===== src/rtl/ball_motion_engine.sv =====
// ---------------------------------------------------------------------------
// ball_motion_engine
//
// Purpose:
//   Moves the Pong ball one step for each rising edge of game_clock_i. It
//   bounces the ball off the top and bottom walls and off both paddles. It
//   also detects when a player misses. The rally score it produces feeds back
//   into the game-tick generator, so the ball speeds up as the rally goes on.
//
// Ports:
//   clk           system clock, the only clock
//   rst_n         asynchronous active-low reset
//   game_clock_i  slow square wave from the tick generator, synchronous to clk
//   serve_i       level input; launches the ball while idle
//   paddle_l_y_i  top y of the left paddle
//   paddle_r_y_i  top y of the right paddle
//   ball_x_o      left x of the ball
//   ball_y_o      top y of the ball
//   score_o       rally score, saturating
//   miss_l_o      one-clock pulse when the left player misses
//   miss_r_o      one-clock pulse when the right player misses
//   playing_o     high while a rally is in progress
// ---------------------------------------------------------------------------
module ball_motion_engine #(
   parameter int H_RES     = 640,
   parameter int V_RES     = 480,
   parameter int BALL_SIZE = 8,
   parameter int STEP      = 2,
   parameter int PADDLE_H  = 64,
   parameter int PADDLE_W  = 8,
   parameter int PADDLE_LX = 16,
   parameter int PADDLE_RX = 616,
   parameter int SCORE_MAX = 9
) (
   input  logic       clk,
   input  logic       rst_n,
   input  logic       game_clock_i,
   input  logic       serve_i,
   input  logic [9:0] paddle_l_y_i,
   input  logic [9:0] paddle_r_y_i,
   output logic [9:0] ball_x_o,
   output logic [9:0] ball_y_o,
   output logic [3:0] score_o,
   output logic       miss_l_o,
   output logic       miss_r_o,
   output logic       playing_o
);

   // All geometry is compared at 11 bits so that sums such as y+size+step
   // can never wrap.
   localparam logic [10:0] HRES_W   = 11'(H_RES);
   localparam logic [10:0] VRES_W   = 11'(V_RES);
   localparam logic [10:0] BALL_W   = 11'(BALL_SIZE);
   localparam logic [10:0] STEP_W   = 11'(STEP);
   localparam logic [10:0] PH_W     = 11'(PADDLE_H);
   localparam logic [10:0] FACE_L   = 11'(PADDLE_LX + PADDLE_W);
   localparam logic [10:0] FACE_R   = 11'(PADDLE_RX);
   localparam logic [10:0] HIT_R_X  = 11'(PADDLE_RX - BALL_SIZE);
   localparam logic [10:0] BOTTOM_Y = 11'(V_RES - BALL_SIZE);
   localparam logic [9:0]  X_CENTRE = 10'((H_RES - BALL_SIZE) / 2);
   localparam logic [9:0]  Y_CENTRE = 10'((V_RES - BALL_SIZE) / 2);
   localparam logic [3:0]  SCORE_TOP = 4'(SCORE_MAX);

   typedef enum logic {
      IDLE = 1'b0,
      PLAY = 1'b1
   } state_e;

   state_e      state_q, state_d;
   logic [9:0]  x_q, x_d;
   logic [9:0]  y_q, y_d;
   logic        dx_pos_q, dx_pos_d;
   logic        dy_pos_q, dy_pos_d;
   logic [3:0]  score_q, score_d;
   logic        miss_l_q, miss_l_d;
   logic        miss_r_q, miss_r_d;
   logic        gc_q;

   logic        tick;
   logic [10:0] x_w, y_w, pl_w, pr_w, edge_w;
   logic [10:0] x_next_w, y_next_w;
   logic        dx_next, dy_next;
   logic        overlap_l, overlap_r, face_l, face_r;
   logic        hit, miss_l_hit, miss_r_hit;
   logic [3:0]  score_inc;

   // game_clock_i is already synchronous to clk. One register is enough to
   // find its rising edge, and that edge is the tick.
   assign tick   = game_clock_i & ~gc_q;

   assign x_w    = {1'b0, x_q};
   assign y_w    = {1'b0, y_q};
   assign pl_w   = {1'b0, paddle_l_y_i};
   assign pr_w   = {1'b0, paddle_r_y_i};
   assign edge_w = x_w + BALL_W;

   // The vertical extent of the ball is tested against each paddle. The
   // paddle inputs only matter on the tick clock, because that is the only
   // time these results are used.
   assign overlap_l = (y_w + BALL_W > pl_w) && (y_w < pl_w + PH_W);
   assign overlap_r = (y_w + BALL_W > pr_w) && (y_w < pr_w + PH_W);

   // A face is crossed when this step would take the leading edge from the
   // near side of the face to the far side. x >= F and x - STEP < F is
   // written here as x < F + STEP, which avoids an underflow.
   assign face_l = (x_w >= FACE_L) && (x_w < FACE_L + STEP_W);
   assign face_r = (edge_w <= FACE_R) && (edge_w + STEP_W > FACE_R);

   assign score_inc = (score_q >= SCORE_TOP) ? SCORE_TOP : score_q + 4'd1;

   // Vertical rule: clamp the ball against the top and bottom walls and
   // reflect it there. Otherwise it moves one step.
   always_comb begin
      y_next_w = y_w;
      dy_next  = dy_pos_q;
      if (!dy_pos_q) begin
         if (y_w < STEP_W) begin
            y_next_w = '0;
            dy_next  = 1'b1;
         end else begin
            y_next_w = y_w - STEP_W;
         end
      end else begin
         if (y_w + BALL_W + STEP_W > VRES_W) begin
            y_next_w = BOTTOM_Y;
            dy_next  = 1'b0;
         end else begin
            y_next_w = y_w + STEP_W;
         end
      end
   end

   // Horizontal rule: a paddle hit snaps the ball to the paddle face and
   // turns it around. A ball that crosses a face without overlapping the
   // paddle keeps going until it leaves the field, and that is a miss.
   always_comb begin
      x_next_w   = x_w;
      dx_next    = dx_pos_q;
      hit        = 1'b0;
      miss_l_hit = 1'b0;
      miss_r_hit = 1'b0;
      if (!dx_pos_q) begin
         if (face_l && overlap_l) begin
            x_next_w = FACE_L;
            dx_next  = 1'b1;
            hit      = 1'b1;
         end else if (x_w < STEP_W) begin
            miss_l_hit = 1'b1;
         end else begin
            x_next_w = x_w - STEP_W;
         end
      end else begin
         if (face_r && overlap_r) begin
            x_next_w = HIT_R_X;
            dx_next  = 1'b0;
            hit      = 1'b1;
         end else if (edge_w + STEP_W > HRES_W) begin
            miss_r_hit = 1'b1;
         end else begin
            x_next_w = x_w + STEP_W;
         end
      end
   end

   // Next-state logic. While idle the ball stays at the centre and ticks do
   // nothing. During play, each tick applies both axis rules to the values
   // from before the tick. A miss overrides everything: the ball goes back to
   // the centre and dx points at the player who missed, so that player
   // receives the next serve.
   always_comb begin
      state_d  = state_q;
      x_d      = x_q;
      y_d      = y_q;
      dx_pos_d = dx_pos_q;
      dy_pos_d = dy_pos_q;
      score_d  = score_q;
      miss_l_d = 1'b0;
      miss_r_d = 1'b0;
      case (state_q)
         IDLE: begin
            if (serve_i) begin
               state_d = PLAY;
            end
         end
         PLAY: begin
            if (tick) begin
               if (miss_l_hit || miss_r_hit) begin
                  miss_l_d = miss_l_hit;
                  miss_r_d = miss_r_hit;
                  score_d  = '0;
                  x_d      = X_CENTRE;
                  y_d      = Y_CENTRE;
                  dx_pos_d = miss_r_hit;
                  state_d  = IDLE;
               end else begin
                  x_d      = x_next_w[9:0];
                  y_d      = y_next_w[9:0];
                  dx_pos_d = dx_next;
                  dy_pos_d = dy_next;
                  if (hit) begin
                     score_d = score_inc;
                  end
               end
            end
         end
         default: begin
            state_d = IDLE;
         end
      endcase
   end

   // State and datapath registers. Reset aborts any rally at once and puts
   // the ball back at the centre, heading right and down.
   always_ff @(posedge clk or negedge rst_n) begin
      if (!rst_n) begin
         state_q  <= IDLE;
         x_q      <= X_CENTRE;
         y_q      <= Y_CENTRE;
         dx_pos_q <= 1'b1;
         dy_pos_q <= 1'b1;
         score_q  <= '0;
         miss_l_q <= 1'b0;
         miss_r_q <= 1'b0;
         gc_q     <= 1'b0;
      end else begin
         state_q  <= state_d;
         x_q      <= x_d;
         y_q      <= y_d;
         dx_pos_q <= dx_pos_d;
         dy_pos_q <= dy_pos_d;
         score_q  <= score_d;
         miss_l_q <= miss_l_d;
         miss_r_q <= miss_r_d;
         gc_q     <= game_clock_i;
      end
   end

   assign ball_x_o  = x_q;
   assign ball_y_o  = y_q;
   assign score_o   = score_q;
   assign miss_l_o  = miss_l_q;
   assign miss_r_o  = miss_r_q;
   assign playing_o = (state_q == PLAY);

endmodule


===== config.mk =====
export PLATFORM = sky130hd
export DESIGN_NAME = ball_motion_engine
export DESIGN_NICKNAME = d
export VERILOG_FILES = /design/src/rtl/ball_motion_engine.sv
export SDC_FILE = /design/constraint.sdc
export NUM_CORES = 1
export LEC_CHECK = 0
export BUFFER_PORTS_ARGS = -buffer_cell sky130_fd_sc_hd__buf_2
export CORE_ASPECT_RATIO = 1.2
export CORE_MARGIN = 3
export CORE_UTILIZATION = 30
export DETAILED_ROUTE_END_ITERATION = 10
export MAX_ROUTING_LAYER = met4
export PLACE_DENSITY = 0.52
export SYNTH_ARGS = -nofsm -noshare
export SYNTH_HDL_FRONTEND = slang
export SYNTH_SLANG_ARGS = --single-unit

===== constraint.sdc =====
create_clock -name clk -period 6.76 [get_ports clk]
set_clock_uncertainty 0.2 [all_clocks]
set_input_delay 1.69 -clock clk [delete_from_list [all_inputs] [get_ports clk]]
set_output_delay 1.69 -clock clk [all_outputs]
set_load 0.005 [all_outputs]

==> out/metrics.csv <==
stage;metric;value;unit
global_routing;initial antenna violation count;0;
route;DR iter-0 viols;228;
critical_path;maximum fanout along the worst path;16;
final_layout;layout cells sized above 1;16.6;%
final_layout;number of antenna diodes;0;
final_layout;footprint of the multi-input gates;2870;µm²
status;outcome;finished clean;
synth;syn avg cell area;7.66;µm²
sta;RSZ-0062 raised after global routing;false;
clock_network;later-pin clock latency in the skew report;0.27;ns
global_routing;largest net degree at the start of global routing;29;
sta;final setup fails;0;
sta;Tmin final;4.54;ns
critical_path;Worst Path Arrival;4.52;ns
critical_path;setup slack, reg-to-reg;2.22;ns
sta;Hold WS;0.333;ns
final_layout;Sequential Area;716;µm²
critical_path;reg2reg start;ball_y_o[3]$_DFFE_PN1P_;
critical_path;RR Endpoint;ball_y_o[1]$_DFFE_PN0P_;
critical_path;R2R cell count;14;
route;Vias;3761;
flow_run;Max-cap violations;0;
global_routing;GR Overflow Total;0;
synth;Synth Flop Type;dfrtp_1;
critical_path;crit path launch type;flip-flop;
critical_path;WP buf/inv;0;
synth;sequential share of the synthesized area;18.4;%
placed_design;Final GP Congestion;0.910;
clock_network;root buf cell;clkbuf_16;
synth;Synth Cell Area;3880;µm²
floorplan;die footprint;14400;µm²
clock_network;clock sinks;28;
critical_path;CP Capture Type;flip-flop;
worst_hold_path;Worst Hold Depth;1;
final_layout;Layout Area Growth over Synthesis;10.0;%
pwr;LEAKAGE;1.88;nW
worst_hold_path;Hold Crit Class;reg -> reg;
route;wirelength, routed;11000;µm
placed_design;Post-DP HPWL;8560;µm
final_layout;Final nets;604;
sta;Pins Over Slew Limit;0;
clock_network;CTS Buf Count;3;
final_layout;Filler cells;1346;
sta;Max Fclk;0.220;GHz
worst_hold_path;HP Start;playing_o$_DFF_PN0_;
synth;asr flop ratio synth;100;%
sta;Tcrit/Tclk final;67.2;%
critical_path;worst endpoint required time;6.73;ns
sta;Worst-Margin Slew;0.675;ns
global_routing;vias in the first global route;3579;
critical_path;CP Cell Sequence;ha_1 > nand3_1 > nor2_1 > xor2_1 > ha_1 > and3_1 > and4_1 > o21a_1 > a31oi_1 > a31oi_1 > nand2_1 > o21ai_4 > or2_4 > o41ai_2;
critical_path;crit path kind;reg -> reg;
global_routing;first-pass GRT wire length;17800;µm
floorplan;num rows;44;
route;final routed DRC violation total;0;
synth;EDFF count, synth;0;
sta;Final Hold Viols;0;
critical_path;Critical Path Max Stage Delay;0.72;ns
synth;Yosys warning count;0;
pwr;maximum VDD drop;0.114;mV
worst_hold_path;Hold EP;playing_o$_DFF_PN0_;
placed_design;Place WS;2.19;ns
sta;Setup TNS;0;ns
critical_path;delay-heaviest family, CP;simple AND/OR/NAND/NOR gates;
clock_network;# Post-CTS Setup Buffers;0;
sta;Slew headroom;54.7;%
route;WL/cell;15.9;µm
synth;number of synthesized register bits;28;
clock_network;post-CTS sizing;0;
route;drt first pass iters;4;
synth;Yosys cell types;75;
floorplan;die width;110;µm
route;Vias/cell;5.44;
clock_network;Clock transition at path regs;0.08;ns
pwr;Power Density;384;nW/µm²
critical_path;slowest CP cell;dfstp_2;
floorplan;initial core utilization;31.4;%
global_routing;Total GRT Usage;15.6;%
clock_network;hold-fix buffers at CTS;0;
synth;Syn Inst Count;507;
route;Antenna Nets Post-Route;0;
placed_design;Port Buffers;48;
sta;worst setup margin;2.22;ns
floorplan;Ports;51;
clock_network;H-tree levels;1;
floorplan;die height;131;µm
clock_network;CTS tree;built;
floorplan;core footprint;12400;µm²
clock_network;Clock Tree Buf Depth;2;
[power breakdown]
part	internal, W	switching, W
Clock	0.000118	0.0000607
Sequential	0.000246	0.000215
Combinational	0.000443	0.000557
[kinds of logic (layout without fill, tap and decap cells)]
kind of cell	after synthesis	count (layout)	synth area share, %
other cells	1	2	0.0966
flops	28	28	18.4
fa+ha+maj	49	49	15.8
xor+xnor	18	18	4.25
simple gates	178	178	24.5
compound gates	161	161	27.8
mux	5	5	1.35
buf+inv	67	89	7.83
[stage by stage]
step / total power (W) / utilization [%] / std cells / area [µm²]
floorplan: 0.00118 / - / 508 / 3890
global placement: 0.00145 / 33.6 / 687 / 4170
detailed placement: 0.00146 / 33.6 / 687 / 4170
CTS: 0.00164 / 34.5 / 691 / 4270
global route: 0.00180 / 34.5 / 691 / 4270
finish: 0.00164 / 34.5 / 691 / 4270
[metal layers]
metal / vias up / GRT usage (%) / routed length (µm)
met3: 6 / 1.08 / 417
met2: 87 / 25.9 / 5200
met4: 0 / 3.08 / 102
met5: - / - / 0
met1: 1776 / 21.1 / 5270
li1: 1892 / - / -
[state kept, by name, summed over array words and instances (netlist names)]
register / flops
gc_q: 1
score_o: 4
ball_x_o: 9
ball_y_o: 9
dx_pos_q: 1
playing_o: 1
miss_l_o: 1
dy_pos_q: 1
miss_r_o: 1
[synthesized netlist by cell type (9+ instances only)]
cell | count | area share (%)
xnor2_1 | 11 | 2.5
dfrtp_1 | 16 | 10
nor3_1 | 12 | 1.5
nor2b_1 | 13 | 2.1
nand3_1 | 15 | 1.9
clkbuf_1 | 13 | 1.3
dfstp_2 | 12 | 8.1
o21ai_0 | 40 | 5.2
a31oi_1 | 12 | 1.9
inv_1 | 35 | 3.4
nor2_1 | 31 | 3.0
a21oi_1 | 35 | 4.5
o21a_1 | 9 | 1.7
a211oi_1 | 9 | 1.7
nand2_1 | 48 | 4.6
ha_1 | 49 | 16
[final cells by class]
| cell class | instances | area share (%) |
|---|---|---|
| timing repair buffer | 49 | 5.80 |
| inverter | 36 | 3.16 |
| clock inverter | 1 | 0.703 |
| multi-input combinational | 413 | 67.1 |
| sequential | 28 | 16.7 |
| tap | 161 | 4.71 |
| clock buffer | 3 | 1.76 |
[layout by cell type, fill, tap and decap left out, types with 13 or more instances in the layout]
master / instances
ha_1: 49
nor2b_1: 13
dfrtp_1: 16
o21ai_0: 40
a21oi_1: 35
inv_1: 35
nor2_1: 31
buf_2: 48
nand2_1: 48
nand3_1: 15
[how the worst max path moves through the flow]
stage / start / to / cells after the start
final: ball_y_o[3]$_DFFE_PN1P_ / ball_y_o[1]$_DFFE_PN0P_ / 14
after global routing: ball_y_o[3]$_DFFE_PN1P_ / ball_y_o[1]$_DFFE_PN0P_ / 14
after CTS: ball_y_o[3]$_DFFE_PN1P_ / ball_y_o[1]$_DFFE_PN0P_ / 14
after detailed placement: paddle_r_y_i[1] / ball_y_o[1]$_DFFE_PN0P_ / 12
after global placement: paddle_l_y_i[9] / ball_y_o[1]$_DFFE_PN0P_ / 12
after floorplan: paddle_r_y_i[1] / ball_y_o[1]$_DFFE_PN0P_ / 11
[worst reg2reg max path: cells and delay by family (launching register included)]
kind / cells / cell delay, ns
AND/OR/NAND/NOR: 6 / 1.19
AO/OA/AOI/OAI: 5 / 1.19
flip-flops: 1 / 0.72
adder cells (fa/ha/maj): 2 / 0.72
XOR/XNOR: 1 / 0.44
No activity file was read; power rests on OpenSTA's default activity.
